`config.mk`:
```
export PLATFORM = sky130hd
export DESIGN_NAME = i2s_tx_dsp_sched
export DESIGN_NICKNAME = d
export VERILOG_FILES = /design/src/rtl/i2s_tx_dsp_sched.sv
export SDC_FILE = /design/constraint.sdc
export NUM_CORES = 1
export LEC_CHECK = 0
export CAP_MARGIN = 20
export CELL_PAD_IN_SITES_DETAIL_PLACEMENT = 0
export CELL_PAD_IN_SITES_GLOBAL_PLACEMENT = 1
export CORE_ASPECT_RATIO = 1.4
export CORE_MARGIN = 2
export CORE_UTILIZATION = 31
export CTS_CLUSTER_DIAMETER = 120
export CTS_CLUSTER_SIZE = 30
export DETAILED_ROUTE_END_ITERATION = 8
export HOLD_SLACK_MARGIN = 0.08
export PLACE_DENSITY_LB_ADDON = 0.1
export SKIP_LAST_GASP = 1
export SYNTH_ARGS = -nofsm -noshare
export SYNTH_HDL_FRONTEND = slang
export SYNTH_SLANG_ARGS = --single-unit
```
`constraint.sdc`:
```
create_clock -name sck_i -period 2.47 [get_ports sck_i]
set_input_delay 0.494 -clock sck_i [delete_from_list [all_inputs] [get_ports sck_i]]
set_output_delay 0.494 -clock sck_i [all_outputs]
set_load 0.02 [all_outputs]
```
`src/rtl/i2s_tx_dsp_sched.sv`:
```
// rtl/i2s_tx_dsp_sched.sv - I2S TX scheduler: interleaves ch0/ch1 samples into a one-entry buffer feeding the TX DSP channel
module i2s_tx_dsp_sched (
    input  logic        sck_i,
    input  logic        rstn_i,
    input  logic        cfg_en_i,
    input  logic        cfg_2ch_i,
    input  logic [3:0]  cfg_num_word_i,
    input  logic [31:0] ch0_data_i,
    input  logic        ch0_valid_i,
    output logic        ch0_ready_o,
    input  logic [31:0] ch1_data_i,
    input  logic        ch1_valid_i,
    output logic        ch1_ready_o,
    output logic [31:0] fifo_data_o,
    output logic        fifo_data_valid_o,
    input  logic        fifo_data_ready_i,
    input  logic        master_ready_to_send_i,
    output logic        tx_en_o,
    output logic        frame_done_o,
    output logic        underrun_o,
    output logic [7:0]  underrun_cnt_o
);

    typedef enum logic [1:0] {
        IDLE   = 2'd0,
        PRIME  = 2'd1,
        STREAM = 2'd2
    } state_e;

    state_e      state_q, state_d;
    logic        tx_en_q, tx_en_d;
    logic [31:0] fifo_data_q, fifo_data_d;
    logic        fifo_valid_q, fifo_valid_d;
    logic        sel_q, sel_d;
    logic [4:0]  word_cnt_q, word_cnt_d;
    logic        frame_done_q, frame_done_d;
    logic        underrun_q, underrun_d;
    logic [7:0]  underrun_cnt_q, underrun_cnt_d;
    logic        two_ch_q, two_ch_d;
    logic [3:0]  num_word_q, num_word_d;

    logic        out_hs;
    logic        can_load;
    logic        sel_eff;
    logic        sel_valid;
    logic        load;
    logic [4:0]  frame_last;
    logic        last_word;
    logic        underrun_det;

    always_comb begin
        state_d = state_q;
        if (!cfg_en_i) begin
            state_d = IDLE;
        end else begin
            case (state_q)
                IDLE:    state_d = PRIME;
                PRIME:   if (master_ready_to_send_i) state_d = STREAM;
                STREAM:  if (!master_ready_to_send_i) state_d = PRIME;
                default: state_d = IDLE;
            endcase
        end
    end

    // Loading is also blocked on the edge that drops to IDLE so no accepted sample is flushed.
    assign out_hs       = fifo_valid_q & fifo_data_ready_i;
    assign can_load     = (state_q != IDLE) & cfg_en_i & (~fifo_valid_q | fifo_data_ready_i);
    assign sel_eff      = sel_q & two_ch_q;
    assign sel_valid    = sel_eff ? ch1_valid_i : ch0_valid_i;
    assign load         = can_load & sel_valid;
    assign frame_last   = two_ch_q ? {num_word_q, 1'b1} : {1'b0, num_word_q};
    assign last_word    = (word_cnt_q == frame_last);
    assign underrun_det = (state_q == STREAM) & fifo_data_ready_i & ~fifo_valid_q;

    assign ch0_ready_o  = can_load & ~sel_eff;
    assign ch1_ready_o  = can_load & sel_eff;

    always_comb begin
        tx_en_d        = (state_d != IDLE);
        fifo_data_d    = fifo_data_q;
        fifo_valid_d   = fifo_valid_q;
        sel_d          = sel_eff;
        word_cnt_d     = word_cnt_q;
        frame_done_d   = out_hs & last_word;
        underrun_d     = underrun_det;
        underrun_cnt_d = underrun_cnt_q;
        two_ch_d       = two_ch_q;
        num_word_d     = num_word_q;

        if ((state_q == IDLE) && (state_d == PRIME)) begin
            underrun_cnt_d = 8'd0;
        end else if (underrun_det && (underrun_cnt_q != 8'hFF)) begin
            underrun_cnt_d = underrun_cnt_q + 8'd1;
        end

        // Frame geometry is only re-sampled in IDLE or on a frame boundary.
        if ((state_q == IDLE) || (out_hs && last_word)) begin
            two_ch_d   = cfg_2ch_i;
            num_word_d = cfg_num_word_i;
        end

        if (state_d == IDLE) begin
            fifo_valid_d = 1'b0;
            sel_d        = 1'b0;
            word_cnt_d   = 5'd0;
        end else begin
            if (load) begin
                fifo_data_d  = sel_eff ? ch1_data_i : ch0_data_i;
                fifo_valid_d = 1'b1;
                sel_d        = two_ch_q & ~sel_eff;
            end else if (out_hs) begin
                fifo_valid_d = 1'b0;
            end
            if (out_hs) begin
                word_cnt_d = last_word ? 5'd0 : word_cnt_q + 5'd1;
            end
        end
    end

    always_ff @(posedge sck_i or negedge rstn_i) begin
        if (!rstn_i) begin
            state_q        <= IDLE;
            tx_en_q        <= 1'b0;
            fifo_data_q    <= 32'd0;
            fifo_valid_q   <= 1'b0;
            sel_q          <= 1'b0;
            word_cnt_q     <= 5'd0;
            frame_done_q   <= 1'b0;
            underrun_q     <= 1'b0;
            underrun_cnt_q <= 8'd0;
            two_ch_q       <= 1'b0;
            num_word_q     <= 4'd0;
        end else begin
            state_q        <= state_d;
            tx_en_q        <= tx_en_d;
            fifo_data_q    <= fifo_data_d;
            fifo_valid_q   <= fifo_valid_d;
            sel_q          <= sel_d;
            word_cnt_q     <= word_cnt_d;
            frame_done_q   <= frame_done_d;
            underrun_q     <= underrun_d;
            underrun_cnt_q <= underrun_cnt_d;
            two_ch_q       <= two_ch_d;
            num_word_q     <= num_word_d;
        end
    end

    assign fifo_data_o       = fifo_data_q;
    assign fifo_data_valid_o = fifo_valid_q;
    assign tx_en_o           = tx_en_q;
    assign frame_done_o      = frame_done_q;
    assign underrun_o        = underrun_q;
    assign underrun_cnt_o    = underrun_cnt_q;

endmodule

```
Word-level counts from Yosys, hierarchy flattened:

Cells that the tools add are included.

* bits in registers: 57
* input bits: 76
* logic and storage cells: 62

* $add $sub $neg: 2
* eq/ne operators: 5
* multiplexer cells: 17
* bitwise operators: 15
* reduce and logical (&&, ||, !) cells: 12

Operators with widths (number)
* 32-bit 2-to-1 mux: 1
* 5-bit 2-to-1 mux: 4
* 8-bit 2-to-1 mux: 2
* 1-bit bitwise AND: 11
* 8-bit by 1-bit adder with 8-bit output (second input constant): 1
* 8-bit inequality test (second input constant): 1
* 2-bit nonzero test: 4
* 1-bit 2-to-1 mux: 6
* 2-bit 2-to-1 mux: 3
* 2-bit one-hot mux with 3 select lines: 1
* 5-bit by 1-bit adder with 5-bit output (second input constant): 1
* 5-bit equality test: 1
* 2-bit by 1-bit equality test with 1-bit output (second input constant): 2
* 2-bit logical NOT: 2
* 1-bit logical AND: 3
* 1-bit NOT: 3
* 3-bit nonzero test: 1
* 2-bit equality test (second input constant): 1
* 2-bit AND reduction: 1
* 1-bit logical OR: 1
* 1-bit OR: 1

Logic depth before layout (Yosys ltp):

* depth in word-level cells: 6
* depth in mapped cells: 8
* depth with buffers taken out: 5

Worst setup path after synthesis:

Ideal clock, no wire load.

* kind: register to register
* start point: reg two_ch_q
* end point: reg num_word_q[0]
* arrival time: 1735 ps
* required time: 2345 ps
* slack: 610 ps
* cell stages (with the launch flop): 7
* buffers on the path: 1
* cells stage by stage: dfrtp_1 buf_6 or4_1 o211ai_2 nand4_4 o22ai_4 mux2_4

* longest elaborated chain between the ends: 4

Ends and longest elaborated chain
* from (decl): line 39 `logic two_ch_q, two_ch_d;`
* from (signal assigned): line 143 `two_ch_q <= two_ch_d;`
* 5-bit 2-to-1 mux: line 71 `assign frame_last = two_ch_q ? {num_word_q, 1'b1} : {1'b0, num_word_q};`
* 5-bit equality test: line 72 `assign last_word = (word_cnt_q == frame_last);`
* 1-bit logical AND: line 97 `if ((state_q == IDLE) || (out_hs && last_word)) begin`
* 1-bit logical OR: line 97
* to (signal assigned): line 144 `num_word_q <= num_word_d;`
* to (decl): line 40 `logic [3:0] num_word_q, num_word_d;`

Every way passes these cells.
A chain may end at the register's enable or synchronous reset.

Worst setup path after layout:

* start point: in fifo_data_ready_i
* end point: out ch0_ready_o

* longest elaborated chain between the ends: 3

Ends and longest elaborated chain
* from (decl): line 16 `input logic fifo_data_ready_i,`
* 1-bit OR: line 67 `assign can_load = (state_q != IDLE) & cfg_en_i & (~fifo_valid_q | fifo_data_ready_i);`
* 1-bit bitwise AND: line 67
* 1-bit bitwise AND: line 75 `assign ch0_ready_o = can_load & ~sel_eff;`
* to (decl): line 10 `output logic ch0_ready_o,`

Every way passes these cells.

==> impl_metrics.py <==
metrics = {
    "cts": {
        "ctsLongestPathBuffers": 2,
        "post_cts_setup_buffers": 0,
        "cts.hold.buffers_added": 0,
        "clk_transition_reported_paths_ps": 50,
        "cts-buffers-inserted": 9,
        "ctsRootBufferMaster": "sky130_fd_sc_hd__clkbuf_16",
        "worst_skew_pair.late_latency_ps": 320,
        "clock-sinks": 57,
        "cts_max_level": 3,
        "tritoncts": "done",
        "postCtsResizedCells": 2,
    },
    "place": {
        "placed_cells_incl_taps": 477,
        "io_buffers": 121,
        "gpl.final_weighted_congestion": 0.7149,
        "dp_hpwl_mm": 5.211,
        "postPlaceCellArea_um2": 4123,
    },
    "run_status": {
        "outcome": "finished, final reports clean",
    },
    "drt": {
        "totalWireLength_mm": 7.022,
        "wl_per_cell_um": 14.33,
        "detail_route.first_pass.iterations": 4,
        "detail_route.vias_per_cell": 4.737,
        "via_count": 2321,
        "first_iter_violations": 119,
        "antenna_violating_nets_post_route": 0,
        "detail_route.drc_violations": 0,
    },
    "sta": {
        "setup-violations-final": 0,
        "final_max_slew_viol_count": 0,
        "clock.fmax_ghz": 0.4379,
        "hold_violations": 0,
        "post-route-min-period_ps": 2284,
        "timing.setup.tns_ps": 0,
        "worst_tran_pin_value_ps": 736.5,
        "clock_skew_ps": 2.794,
        "min_period_over_period_pct": 92.45,
        "unrepaired_setup_endpoints_after_global_routing": "no",
        "worst_slew_margin_relative_to_its_limit_pct": 50.90,
    },
    "critical_path": {
        "crit_path_max_incr_delay_ps": 480,
        "worstSetupStartpointType": "input pin",
        "path_class": "in -> out",
        "worst-path-max-fanout": 3,
        "critical_path.slowest_cell": "sky130_fd_sc_hd__clkdlybuf4s50_1",
        "cp_data_arrival_time_ps": 1790,
        "critPathRequiredTime_ps": 1980,
        "endpoint_kind": "output pin",
        "cp_cell_sequence": "clkdlybuf4s50_1 > nand2b_1 > o211ai_1 > a21oi_1 > dlygate4sd2_1",
    },
    "synth": {
        "synth_seq_area_share_pct": 51.63,
        "postSynthCellCount": 255,
        "syn_nets": 333,
        "count_of_flip_flops_with_a_built_in_enable_after_synthesis": 0,
        "synthDistinctLibCells": 38,
        "ys.flop_type": "sky130_fd_sc_hd__dfrtp_1",
        "syn_area_per_cell_um2": 10.83,
        "ys_async_sr_fraction_pct": 100.0,
        "synth-seq-cells": 57,
        "netlist_top_cells_area": "sky130_fd_sc_hd__dfrtp_1 (52%), sky130_fd_sc_hd__mux2i_1 (14%), sky130_fd_sc_hd__a21oi_1 (6.7%), sky130_fd_sc_hd__nor2_1 (5.8%), sky130_fd_sc_hd__mux2_4 (2.7%)",
        "post_synth_instance_area_um2": 2763,
        "synth_top_area_share_pct": 51.63,
        "synth_top_area_cell": "sky130_fd_sc_hd__dfrtp_1",
        "ys_warn_count": 0,
    },
    "power": {
        "swShare_pct": 29.12,
        "total_power_uw": 3289,
        "seqPwrFrac_pct": 37.1,
        "cellInternalPower_uw": 2331,
        "power_frac_comb_pct": 30.7,
        "sw_power_uw": 957.6,
        "worst_ir_drop_vdd_uv": 378.6,
        "clkPwrFrac_pct": 32.3,
        "power-per-cell-area_nw_per_um2": 752.2,
        "leakage_uw": 0.002068,
    },
    "finish": {
        "area_of_the_multi_input_gates_um2": 1267,
        "post_route_cells_drive_above_1_share_pct": 8.312,
        "fill_cells": 813,
        "postLayoutCellArea_um2": 4372,
        "area_growth_syn_to_layout_pct": 58.24,
        "sequential_cell_area_in_the_final_layout_um2": 1426,
        "num-nets-final": 461,
        "most_common_library_cell_in_the_layout_ignoring_fill_and_taps": "sky130_fd_sc_hd__clkdlybuf4s50_1",
        "instances_no_fill": 490,
        "postLayoutCoreUtil_pct": 50.78,
        "most-common-layout-cells": "sky130_fd_sc_hd__clkdlybuf4s50_1 (118), sky130_fd_sc_hd__dfrtp_1 (57), sky130_fd_sc_hd__nor2_1 (43)",
        "diodes": 0,
    },
    "global_route": {
        "initial_antenna_violation_count": 0,
        "pin_count_of_the_biggest_net_entering_global_routing": 65,
        "grt-ovfl-total": 0,
        "grt.total_usage_pct": 15.20,
        "grt_pass1_vias": 2300,
        "grt_first_pass_wirelength_mm": 11.45,
    },
    "floorplan": {
        "core_um2": 8608,
        "start_util_pct": 32.09,
        "rows": 40,
        "die-width_um": 83.79,
        "io_pins": 122,
        "die_area_um2": 9694,
        "dieHeight_um": 115.7,
    },
    "hold_path": {
        "hp-class": "in -> async",
    },
    "flow_run": {
        "timing.max_cap.violations": 0,
    },
}
Yosys cell counts, types with 2 or more instances:
| master | n |
|---|---|
| sky130_fd_sc_hd__dfrtp_1 | 57 |
| sky130_fd_sc_hd__nor2_1 | 43 |
| sky130_fd_sc_hd__mux2i_1 | 39 |
| sky130_fd_sc_hd__a21oi_1 | 37 |
| sky130_fd_sc_hd__xor2_1 | 8 |
| sky130_fd_sc_hd__buf_2 | 7 |
| sky130_fd_sc_hd__nand2_1 | 7 |
| sky130_fd_sc_hd__nand3_1 | 6 |
| sky130_fd_sc_hd__mux2_4 | 5 |
| sky130_fd_sc_hd__and3_1 | 4 |
| sky130_fd_sc_hd__clkbuf_1 | 4 |
| sky130_fd_sc_hd__a22o_1 | 3 |
| sky130_fd_sc_hd__inv_1 | 3 |
| sky130_fd_sc_hd__o21ai_0 | 3 |
| sky130_fd_sc_hd__ha_1 | 2 |
| sky130_fd_sc_hd__nand2b_1 | 2 |
| sky130_fd_sc_hd__nor3_1 | 2 |
| sky130_fd_sc_hd__o21a_1 | 2 |
| sky130_fd_sc_hd__xnor2_1 | 2 |
area by class of cell:
class,count,area share (%)
inverters,3,0.2576
multi-input cells,182,28.99
repair buffers,130,29.36
flip-flops and latches,57,32.63
clock inverters,1,0.1145
clock buffers,12,5.638
well taps,105,3.005
metal layers:
metal  routed length, µm  GRT usage, %
met1                2991         18.26
met2                3505         25.12
met3                 419         5.057
met4                 106         6.452
met5                   0             0
critical path: cells and delay by family:
family	cells	cell delay, ps
buffers and inverters	2	850
AO/OA/AOI/OAI	2	320
AND/OR/NAND/NOR	1	130
cells by family after synthesis:
| logic type | after synthesis | share of synthesized area (%) |
|---|---|---|
| fa+ha+maj | 2 | 0.9057 |
| simple gates | 72 | 12.68 |
| buf+inv | 16 | 2.762 |
| compound gates | 53 | 11.59 |
| mux | 45 | 17.26 |
| xor+xnor | 10 | 3.171 |
| flops | 57 | 51.63 |
state kept, by name, summed over array words and instances, names as in the netlist:
register / count
word_cnt_q: 5
frame_done_o: 1
underrun_cnt_o: 8
fifo_data_valid_o: 1
fifo_data_o: 32
state_q: 2
num_word_q: 4
underrun_o: 1
sel_q: 1
two_ch_q: 1
tx_en_o: 1
power by group through the flow:
stage          registers [µW]  logic [µW]  clock network [µW]
6_report                 1220        1010                1060
5_1_grt                  1240        1090                1150
4_1_cts                  1220        1030                1110
3_5_place_dp             1240        1030                   0
3_3_place_gp             1230        1020                   0
2_1_floorplan            1430         277                   0
worst paths after layout:
path                                             start                           to  slack [ps]  depth (start not counted)
setup / recovery                     fifo_data_ready_i                  ch0_ready_o         190                          5
hold / removal                                  rstn_i  fifo_data_o[29]$_DFFE_PN0P_         320                          2
setup reg to reg                  two_ch_q$_DFFE_PN0P_         two_ch_q$_DFFE_PN0P_         460                          5
hold reg to reg            fifo_data_o[29]$_DFFE_PN0P_  fifo_data_o[29]$_DFFE_PN0P_         520                          2
max in group asynchronous                       rstn_i   fifo_data_o[1]$_DFFE_PN0P_        1660                          2
min in group sck_i         fifo_data_o[29]$_DFFE_PN0P_  fifo_data_o[29]$_DFFE_PN0P_         520                          2
through the flow:
stage / hold slack, ps / setup slack, ps
4_1_cts: 348.7 / 160.6
3_3_place_gp: 507.8 / -93.33
2_1_floorplan: 198.4 / 609.9
3_5_place_dp: 515.6 / -121.9
6_report: 317.4 / 186.5
5_1_grt: 386.8 / 104.6
(Power assumes the default switching activity.)
